<file path="src/rtl/bus_pkg.sv">
// rtl/bus_pkg.sv - shared data-bus transfer size and type encodings
package bus_pkg;

    localparam logic [1:0] TSIZE_BYTE  = 2'd0;
    localparam logic [1:0] TSIZE_HALF  = 2'd1;
    localparam logic [1:0] TSIZE_WORD  = 2'd2;

    localparam logic       TTYPE_READ  = 1'b0;
    localparam logic       TTYPE_WRITE = 1'b1;

endpackage

</file>
<file path="src/rtl/gpio_pkg.sv">
// rtl/gpio_pkg.sv - gpio_slave register offsets, FSM states and decode helpers
package gpio_pkg;

    import bus_pkg::*;

    localparam logic [7:0] OFF_DATA_IN  = 8'h00;
    localparam logic [7:0] OFF_DATA_OUT = 8'h04;
    localparam logic [7:0] OFF_DIR      = 8'h08;
    localparam logic [7:0] OFF_IRQ_EN   = 8'h0C;
    localparam logic [7:0] OFF_IRQ_PEND = 8'h10;
    localparam logic [7:0] OFF_IRQ_EDGE = 8'h14;

    typedef enum logic {
        ST_IDLE,
        ST_RESP
    } state_t;

    typedef enum logic [2:0] {
        REG_DATA_IN,
        REG_DATA_OUT,
        REG_DIR,
        REG_IRQ_EN,
        REG_IRQ_PEND,
        REG_IRQ_EDGE,
        REG_NONE
    } reg_idx_t;

    // Map the low address byte to a register; anything else is unmapped.
    // Byte/half accesses inside a register resolve to that register.
    function automatic reg_idx_t decode_reg(input logic [7:0] off);
        reg_idx_t r;
        case ({off[7:2], 2'b00})
            OFF_DATA_IN:  r = REG_DATA_IN;
            OFF_DATA_OUT: r = REG_DATA_OUT;
            OFF_DIR:      r = REG_DIR;
            OFF_IRQ_EN:   r = REG_IRQ_EN;
            OFF_IRQ_PEND: r = REG_IRQ_PEND;
            OFF_IRQ_EDGE: r = REG_IRQ_EDGE;
            default:      r = REG_NONE;
        endcase
        return r;
    endfunction

    // Byte lanes touched by an access; all-zero means the access is misaligned
    // (or uses a reserved size) and must be rejected.
    function automatic logic [3:0] byte_lanes(input logic [1:0] tsize,
                                              input logic [1:0] low);
        logic [3:0] l;
        case (tsize)
            TSIZE_BYTE: l = 4'b0001 << low;
            TSIZE_HALF: l = low[0] ? 4'b0000 : (low[1] ? 4'b1100 : 4'b0011);
            TSIZE_WORD: l = (low == 2'b00) ? 4'b1111 : 4'b0000;
            default:    l = 4'b0000;
        endcase
        return l;
    endfunction

endpackage

</file>
<file path="src/rtl/slave_bus_if.sv">
// rtl/slave_bus_if.sv - data-bus slave port bundle
interface slave_bus_if;

    logic        ss;
    logic        bstart;
    logic [31:0] addr;
    logic [31:0] wdata;
    logic [1:0]  tsize;
    logic        ttype;
    logic [31:0] rdata;
    logic        bdone;
    logic        berror;

    modport slave (
        input  ss, bstart, addr, wdata, tsize, ttype,
        output rdata, bdone, berror
    );

    modport master (
        output ss, bstart, addr, wdata, tsize, ttype,
        input  rdata, bdone, berror
    );

endinterface

</file>
<file path="src/rtl/gpio_sync_edge.sv">
// rtl/gpio_sync_edge.sv - per-pin input synchronizer with polarity-selectable edge detect
module gpio_sync_edge #(
    parameter int SYNC_STAGES = 2
) (
    input  logic clk,
    input  logic rst_n,
    input  logic pin_in,
    input  logic polarity,
    output logic sync_val,
    output logic edge_pulse
);

    logic [SYNC_STAGES-1:0] chain;
    logic                   prev;

    // Metastability chain; the last stage is the architecturally visible value.
    always_ff @(posedge clk or negedge rst_n) begin
        if (!rst_n) begin
            chain <= '0;
        end else begin
            chain <= {chain[SYNC_STAGES-2:0], pin_in};
        end
    end

    // One-cycle-delayed copy of the synchronized value for edge comparison.
    always_ff @(posedge clk or negedge rst_n) begin
        if (!rst_n) begin
            prev <= 1'b0;
        end else begin
            prev <= sync_val;
        end
    end

    assign sync_val   = chain[SYNC_STAGES-1];
    // polarity 1 selects rising edges, 0 selects falling edges.
    assign edge_pulse = polarity ? (sync_val & ~prev) : (~sync_val & prev);

endmodule

</file>
<file path="src/rtl/gpio_slave.sv">
// rtl/gpio_slave.sv - memory-mapped GPIO peripheral with edge-latched interrupts
module gpio_slave
    import gpio_pkg::*;
    import bus_pkg::*;
#(
    parameter int N_GPIO      = 16,
    parameter int SYNC_STAGES = 2
) (
    input  logic              clk,
    input  logic              rst_n,
    slave_bus_if.slave        bus,
    input  logic [N_GPIO-1:0] gpio_in,
    output logic [N_GPIO-1:0] gpio_out,
    output logic [N_GPIO-1:0] gpio_oe,
    output logic              irq
);

    state_t            state;
    state_t            state_nxt;
    logic              bdone_c;

    logic [N_GPIO-1:0] data_out_q;
    logic [N_GPIO-1:0] dir_q;
    logic [N_GPIO-1:0] irq_en_q;
    logic [N_GPIO-1:0] irq_pend_q;
    logic [N_GPIO-1:0] irq_edge_q;
    logic [N_GPIO-1:0] data_in;
    logic [N_GPIO-1:0] edge_det;

    logic [31:0]       rdata_q;
    logic              berror_q;

    logic              start;
    reg_idx_t          reg_sel;
    logic              mapped;
    logic [3:0]        lanes;
    logic              aligned;
    logic [31:0]       lane_mask;
    logic [N_GPIO-1:0] wmask;
    logic [N_GPIO-1:0] wval;
    logic              wr_ok;
    logic              wr_out;
    logic              wr_dir;
    logic              wr_en;
    logic              wr_edge;
    logic              wr_pend;
    logic [N_GPIO-1:0] pend_clr;
    logic [31:0]       rd_word;
    logic              unused_bits;

    // Synchronizer and edge detector for every pin, outputs included.
    for (genvar i = 0; i < N_GPIO; i++) begin : g_pin
        gpio_sync_edge #(
            .SYNC_STAGES (SYNC_STAGES)
        ) u_sync_edge (
            .clk        (clk),
            .rst_n      (rst_n),
            .pin_in     (gpio_in[i]),
            .polarity   (irq_edge_q[i]),
            .sync_val   (data_in[i]),
            .edge_pulse (edge_det[i])
        );
    end

    // Address/size decode and write-enable generation for the accepted transaction.
    always_comb begin
        start     = (state == ST_IDLE) && bus.ss && bus.bstart;
        reg_sel   = decode_reg(bus.addr[7:0]);
        mapped    = (reg_sel != REG_NONE);
        lanes     = byte_lanes(bus.tsize, bus.addr[1:0]);
        aligned   = (lanes != 4'b0000);
        lane_mask = {{8{lanes[3]}}, {8{lanes[2]}}, {8{lanes[1]}}, {8{lanes[0]}}};
        wmask     = lane_mask[N_GPIO-1:0];
        wval      = bus.wdata[N_GPIO-1:0];
        wr_ok     = start && (bus.ttype == TTYPE_WRITE) && aligned;
        wr_out    = wr_ok && (reg_sel == REG_DATA_OUT);
        wr_dir    = wr_ok && (reg_sel == REG_DIR);
        wr_en     = wr_ok && (reg_sel == REG_IRQ_EN);
        wr_edge   = wr_ok && (reg_sel == REG_IRQ_EDGE);
        wr_pend   = wr_ok && (reg_sel == REG_IRQ_PEND);
        pend_clr  = wr_pend ? (wval & wmask) : '0;
    end

    // Full-register read mux; unmapped offsets read as zero.
    always_comb begin
        rd_word = '0;
        case (reg_sel)
            REG_DATA_IN:  rd_word[N_GPIO-1:0] = data_in;
            REG_DATA_OUT: rd_word[N_GPIO-1:0] = data_out_q;
            REG_DIR:      rd_word[N_GPIO-1:0] = dir_q;
            REG_IRQ_EN:   rd_word[N_GPIO-1:0] = irq_en_q;
            REG_IRQ_PEND: rd_word[N_GPIO-1:0] = irq_pend_q;
            REG_IRQ_EDGE: rd_word[N_GPIO-1:0] = irq_edge_q;
            default:      rd_word = '0;
        endcase
    end

    // Read-write configuration registers with byte-lane merge.
    always_ff @(posedge clk or negedge rst_n) begin
        if (!rst_n) begin
            data_out_q <= '0;
            dir_q      <= '0;
            irq_en_q   <= '0;
            irq_edge_q <= '0;
        end else begin
            if (wr_out)  data_out_q <= (data_out_q & ~wmask) | (wval & wmask);
            if (wr_dir)  dir_q      <= (dir_q      & ~wmask) | (wval & wmask);
            if (wr_en)   irq_en_q   <= (irq_en_q   & ~wmask) | (wval & wmask);
            if (wr_edge) irq_edge_q <= (irq_edge_q & ~wmask) | (wval & wmask);
        end
    end

    // Pending bits: clear is applied first so a coincident edge keeps the bit set.
    always_ff @(posedge clk or negedge rst_n) begin
        if (!rst_n) begin
            irq_pend_q <= '0;
        end else begin
            irq_pend_q <= (irq_pend_q & ~pend_clr) | edge_det;
        end
    end

    // Response data/error are captured with the request and held only for the bdone cycle.
    always_ff @(posedge clk or negedge rst_n) begin
        if (!rst_n) begin
            rdata_q  <= '0;
            berror_q <= 1'b0;
        end else if (start) begin
            rdata_q  <= (bus.ttype == TTYPE_READ) ? rd_word : '0;
            berror_q <= !mapped || !aligned;
        end else begin
            rdata_q  <= '0;
            berror_q <= 1'b0;
        end
    end

    // FSM state register.
    always_ff @(posedge clk or negedge rst_n) begin
        if (!rst_n) begin
            state <= ST_IDLE;
        end else begin
            state <= state_nxt;
        end
    end

    // FSM next state and bdone; bstart is not looked at while responding.
    always_comb begin
        state_nxt = state;
        bdone_c   = 1'b0;
        case (state)
            ST_IDLE: begin
                if (bus.ss && bus.bstart) state_nxt = ST_RESP;
            end
            ST_RESP: begin
                bdone_c   = 1'b1;
                state_nxt = ST_IDLE;
            end
            default: state_nxt = ST_IDLE;
        endcase
    end

    assign bus.bdone  = bdone_c;
    assign bus.rdata  = rdata_q;
    assign bus.berror = berror_q;

    assign gpio_out   = data_out_q;
    assign gpio_oe    = dir_q;
    assign irq        = |(irq_pend_q & irq_en_q);

    // Address bits above the register map alias, and wide data/lane bits beyond N_GPIO are dropped.
    assign unused_bits = &{1'b0, bus.addr[31:8], bus.wdata, lane_mask};

endmodule
</file>
<file path="src/flat_wrapper.sv">
// flat-port wrapper written by rule: the top's interface ports become plain ports
module gpio_slave_flat import gpio_pkg::*; import bus_pkg::*;
#(
    parameter int N_GPIO      = 16,
    parameter int SYNC_STAGES = 2
)
  (clk, rst_n, gpio_in, gpio_out, gpio_oe, irq, bus_ss, bus_bstart, bus_addr, bus_wdata, bus_tsize, bus_ttype, bus_rdata, bus_bdone, bus_berror);
  slave_bus_if bus_i ();
  input  logic clk;
  input  logic rst_n;
  input  logic [N_GPIO-1:0] gpio_in;
  output logic [N_GPIO-1:0] gpio_out;
  output logic [N_GPIO-1:0] gpio_oe;
  output logic irq;
  input wire logic [$bits(bus_i.ss)-1:0] bus_ss;
  input wire logic [$bits(bus_i.bstart)-1:0] bus_bstart;
  input wire logic [$bits(bus_i.addr)-1:0] bus_addr;
  input wire logic [$bits(bus_i.wdata)-1:0] bus_wdata;
  input wire logic [$bits(bus_i.tsize)-1:0] bus_tsize;
  input wire logic [$bits(bus_i.ttype)-1:0] bus_ttype;
  output wire logic [$bits(bus_i.rdata)-1:0] bus_rdata;
  output wire logic [$bits(bus_i.bdone)-1:0] bus_bdone;
  output wire logic [$bits(bus_i.berror)-1:0] bus_berror;
  assign bus_i.ss = bus_ss;
  assign bus_i.bstart = bus_bstart;
  assign bus_i.addr = bus_addr;
  assign bus_i.wdata = bus_wdata;
  assign bus_i.tsize = bus_tsize;
  assign bus_i.ttype = bus_ttype;
  assign bus_rdata = bus_i.rdata;
  assign bus_bdone = bus_i.bdone;
  assign bus_berror = bus_i.berror;
  gpio_slave #(.N_GPIO(N_GPIO), .SYNC_STAGES(SYNC_STAGES)) u_core (.clk(clk), .rst_n(rst_n), .bus(bus_i), .gpio_in(gpio_in), .gpio_out(gpio_out), .gpio_oe(gpio_oe), .irq(irq));
endmodule
</file>
<file path="config.mk">
export PLATFORM = sky130hd
export DESIGN_NAME = gpio_slave_flat
export DESIGN_NICKNAME = d
export VERILOG_FILES = /design/src/rtl/bus_pkg.sv /design/src/rtl/gpio_pkg.sv /design/src/rtl/slave_bus_if.sv /design/src/rtl/gpio_sync_edge.sv /design/src/rtl/gpio_slave.sv /design/src/flat_wrapper.sv
export SDC_FILE = /design/constraint.sdc
export NUM_CORES = 1
export LEC_CHECK = 0
export ABC_AREA = 1
export CAP_MARGIN = 0
export CORE_MARGIN = 2
export CORE_UTILIZATION = 63
export CTS_BUF_LIST = sky130_fd_sc_hd__clkbuf_4 sky130_fd_sc_hd__clkbuf_8 sky130_fd_sc_hd__clkbuf_16
export DETAILED_ROUTE_END_ITERATION = 10
export DONT_BUFFER_PORTS = 1
export PLACE_DENSITY = 0.88
export SLEW_MARGIN = 20
export SYNTH_ARGS = -nofsm -noshare
export SYNTH_HDL_FRONTEND = slang
export SYNTH_SLANG_ARGS = --single-unit
</file>
<file path="constraint.sdc">
create_clock -name clk -period 1.65 [get_ports clk]
set_input_delay 0.2475 -clock clk [delete_from_list [all_inputs] [get_ports clk]]
set_output_delay 0.2475 -clock clk [all_outputs]
set_load 0.02 [all_outputs]
</file>
==> out/metrics.yaml <==
ctsHtreeMaxLevel: 4
postRouteAntennaNets: 0
clock.fmax_mhz: 511
vias_per_cell: 6.21
regToRegSetupSlack_ns: 0.11
nets: 844
clk_pin_slew_ns: 0.07
fin_ws_ns: -0.306
drt_iter0_drc: 897
violations: "negative hold slack, negative setup slack"
start_util: 0.641
place_worst_setup_slack_ns: -0.219
final_cell_area_um2: 7820
relSlewSlack: 0.534
fin_util: 0.764
rows: 37
drt_first_pass_iters: 8
root_buffer: "clkbuf_8"
die-height_um: 106
worstSkewPairLatency_ns: 0.55
cts.sinks: 146
multi_input_area_um2: 2580
fillers: 560
register_area_um2: 3650
portBuffers: 0
drive_gt1_frac: 0.204
diodes: 0
cts.path.max_buffers: 2
die_x_um: 106
critPathKind: "flop to primary output"
ys_seq_area_frac: 0.557
timing.final.crit_share: 1.19
cp_max_fo: 2
maxCapViolations: 0
layout_common_cells: "dfrtp_1, nand2_1, nand3_1"
synth.avg_cell_area_um2: 9.46
yosys_warnings: 0
die-area_um2: 11200
yosysUniqueCellTypes: 35
final_max_slew_viol_count: 0
ioPinCount: 154
ys_seq_elements: 146
overflow: 0
wl_mm: 18.0
p_per_area_nw_per_um2: 986
grt_use_total: 0.332
coreArea_um2: 10200
dp_hpwl_mm: 10.5
cts_tree: "yes"
synth_edf_count: 0
routedWlPerCell_um: 19.9
hp-class: "primary input to async pin"
vias: 5618
setup_viol: 1
synth_ff_type: "dfrtp_1"
power.total_mw: 7.71
final_common_cell: "dfrtp_1"
antenna_found_initial: 0
first_global_vias: 5704
outcome: "finished with violations"
fin_crit_ns: 1.96
syn_area_um2: 6560
tightest_slew_ns: 0.696
vdd_drop_max_v: 0.000832
grt_pass1_wl_mm: 28.4
cts_hold_buf: 35
dpl_cell_area_um2: 6780
post-route-drc-count: 0
critPathArrivalTime_ns: 1.71
synthCells: 693
skew_ns: 0.0111
end_kind: "primary output"
async_flop_share: 1.00
rsz0062_at_grt: "yes"
grt_start_max_net_pins: 147
finalSetupTns_ns: -0.306
numCtsBuffers: 17
leakage_nw: 3.60
start_kind: "flop"
gp_congestion: 0.913
required_ns: 1.40
hold_ws_ns: -0.609
syn_to_final_growth_pct: 19.2
hold_viol: 146
-- cells by family (layout without fill, tap and decap cells) --
family / count (synthesis) / after routing / synth area share
other: 1 / 16 / 0.000572
AND/OR/NAND/NOR: 381 / 381 / 0.283
adder cells (fa/ha/maj): 1 / 1 / 0.00191
buffers and inverters: 87 / 148 / 0.0735
AO/OA/AOI/OAI: 77 / 77 / 0.0840
flip-flops: 146 / 146 / 0.557
-- stage by stage --
step                      hold slack, ns  instances
after detailed placement         -0.0464        832
after floorplan                  -0.0481        708
after CTS                         -0.621        903
after global routing              -0.626        905
final                             -0.609        905
after global placement           -0.0458        832
-- synthesized netlist by cell type, types with 2 or more instances --
cell / number / area (um^2)
inv_2: 4 / 15.0
o21ai_1: 31 / 155
buf_2: 10 / 50.1
or2_2: 6 / 37.5
nand4_1: 2 / 12.5
nand2_2: 11 / 68.8
nand2_1: 145 / 544
nor2_2: 3 / 18.8
a21oi_1: 3 / 15.0
o21ai_2: 35 / 307
nand2_4: 5 / 56.3
nand3b_1: 10 / 75.1
nor2_4: 5 / 56.3
buf_6: 11 / 124
dfrtp_1: 146 / 3650
a221oi_1: 4 / 35.0
nand3_2: 3 / 30.0
nand3_4: 2 / 35.0
buf_4: 16 / 120
nor2_1: 54 / 203
nand3_1: 130 / 651
inv_1: 44 / 165
-- layout make-up --
class,count,share of cell area
tap,136,0.0218
inverter,48,0.0231
multi-input combinational,475,0.330
sequential,146,0.467
clock inverter,15,0.0175
timing repair buffer,68,0.0869
clock buffer,17,0.0530
-- worst max-delay path, cell delays in order, from the launching register on --
cell and delay [ns]:
dfrtp_1 0.40, a22o_1 0.24, a221oi_2 0.22, nand4_1 0.14, buf_6 0.16
-- repair_timing --
item,in CTS,in global routing
buffers inserted,4,2
gates resized for setup,5,8
gates cloned,0,0
hold endpoints to repair,243,146
pin swaps,2,2
setup endpoints to repair,18,23
-- routing by layer --
layer,global-route usage,wire (um),up-vias
li1,-,-,2388
met1,0.401,6310,2650
met2,0.515,8520,455
met3,0.126,2140,125
met4,0.187,1050,0
met5,0,0,-
-- report_power, final --
group,switching (mW),total (mW),internal [mW]
sequential,0.0709,3.72,3.65
clock,1.68,3.60,1.92
combinational,0.240,0.383,0.143
-- path summary, 6_finish.rpt --
kind                                                                start  depth (start not counted)                                              end
setup / recovery                           u_core.irq_pend_q[7]$_DFF_PN0_                          4                                              irq
hold / removal                                                      rst_n                          0   u_core.g_pin[4].u_sync_edge.chain[0]$_DFF_PN0_
setup reg to reg                                   u_core.state$_DFF_PN0_                          6                                             flop
hold reg to reg            u_core.g_pin[3].u_sync_edge.chain[0]$_DFF_PN0_                          0   u_core.g_pin[3].u_sync_edge.chain[1]$_DFF_PN0_
max in group asynchronous                                           rst_n                          0  u_core.g_pin[15].u_sync_edge.chain[1]$_DFF_PN0_
min in group clk                                                bus_ttype                          4                    u_core.bus.rdata[1]$_DFF_PN0_
Note: power is estimated with default switching activity, not from simulation.
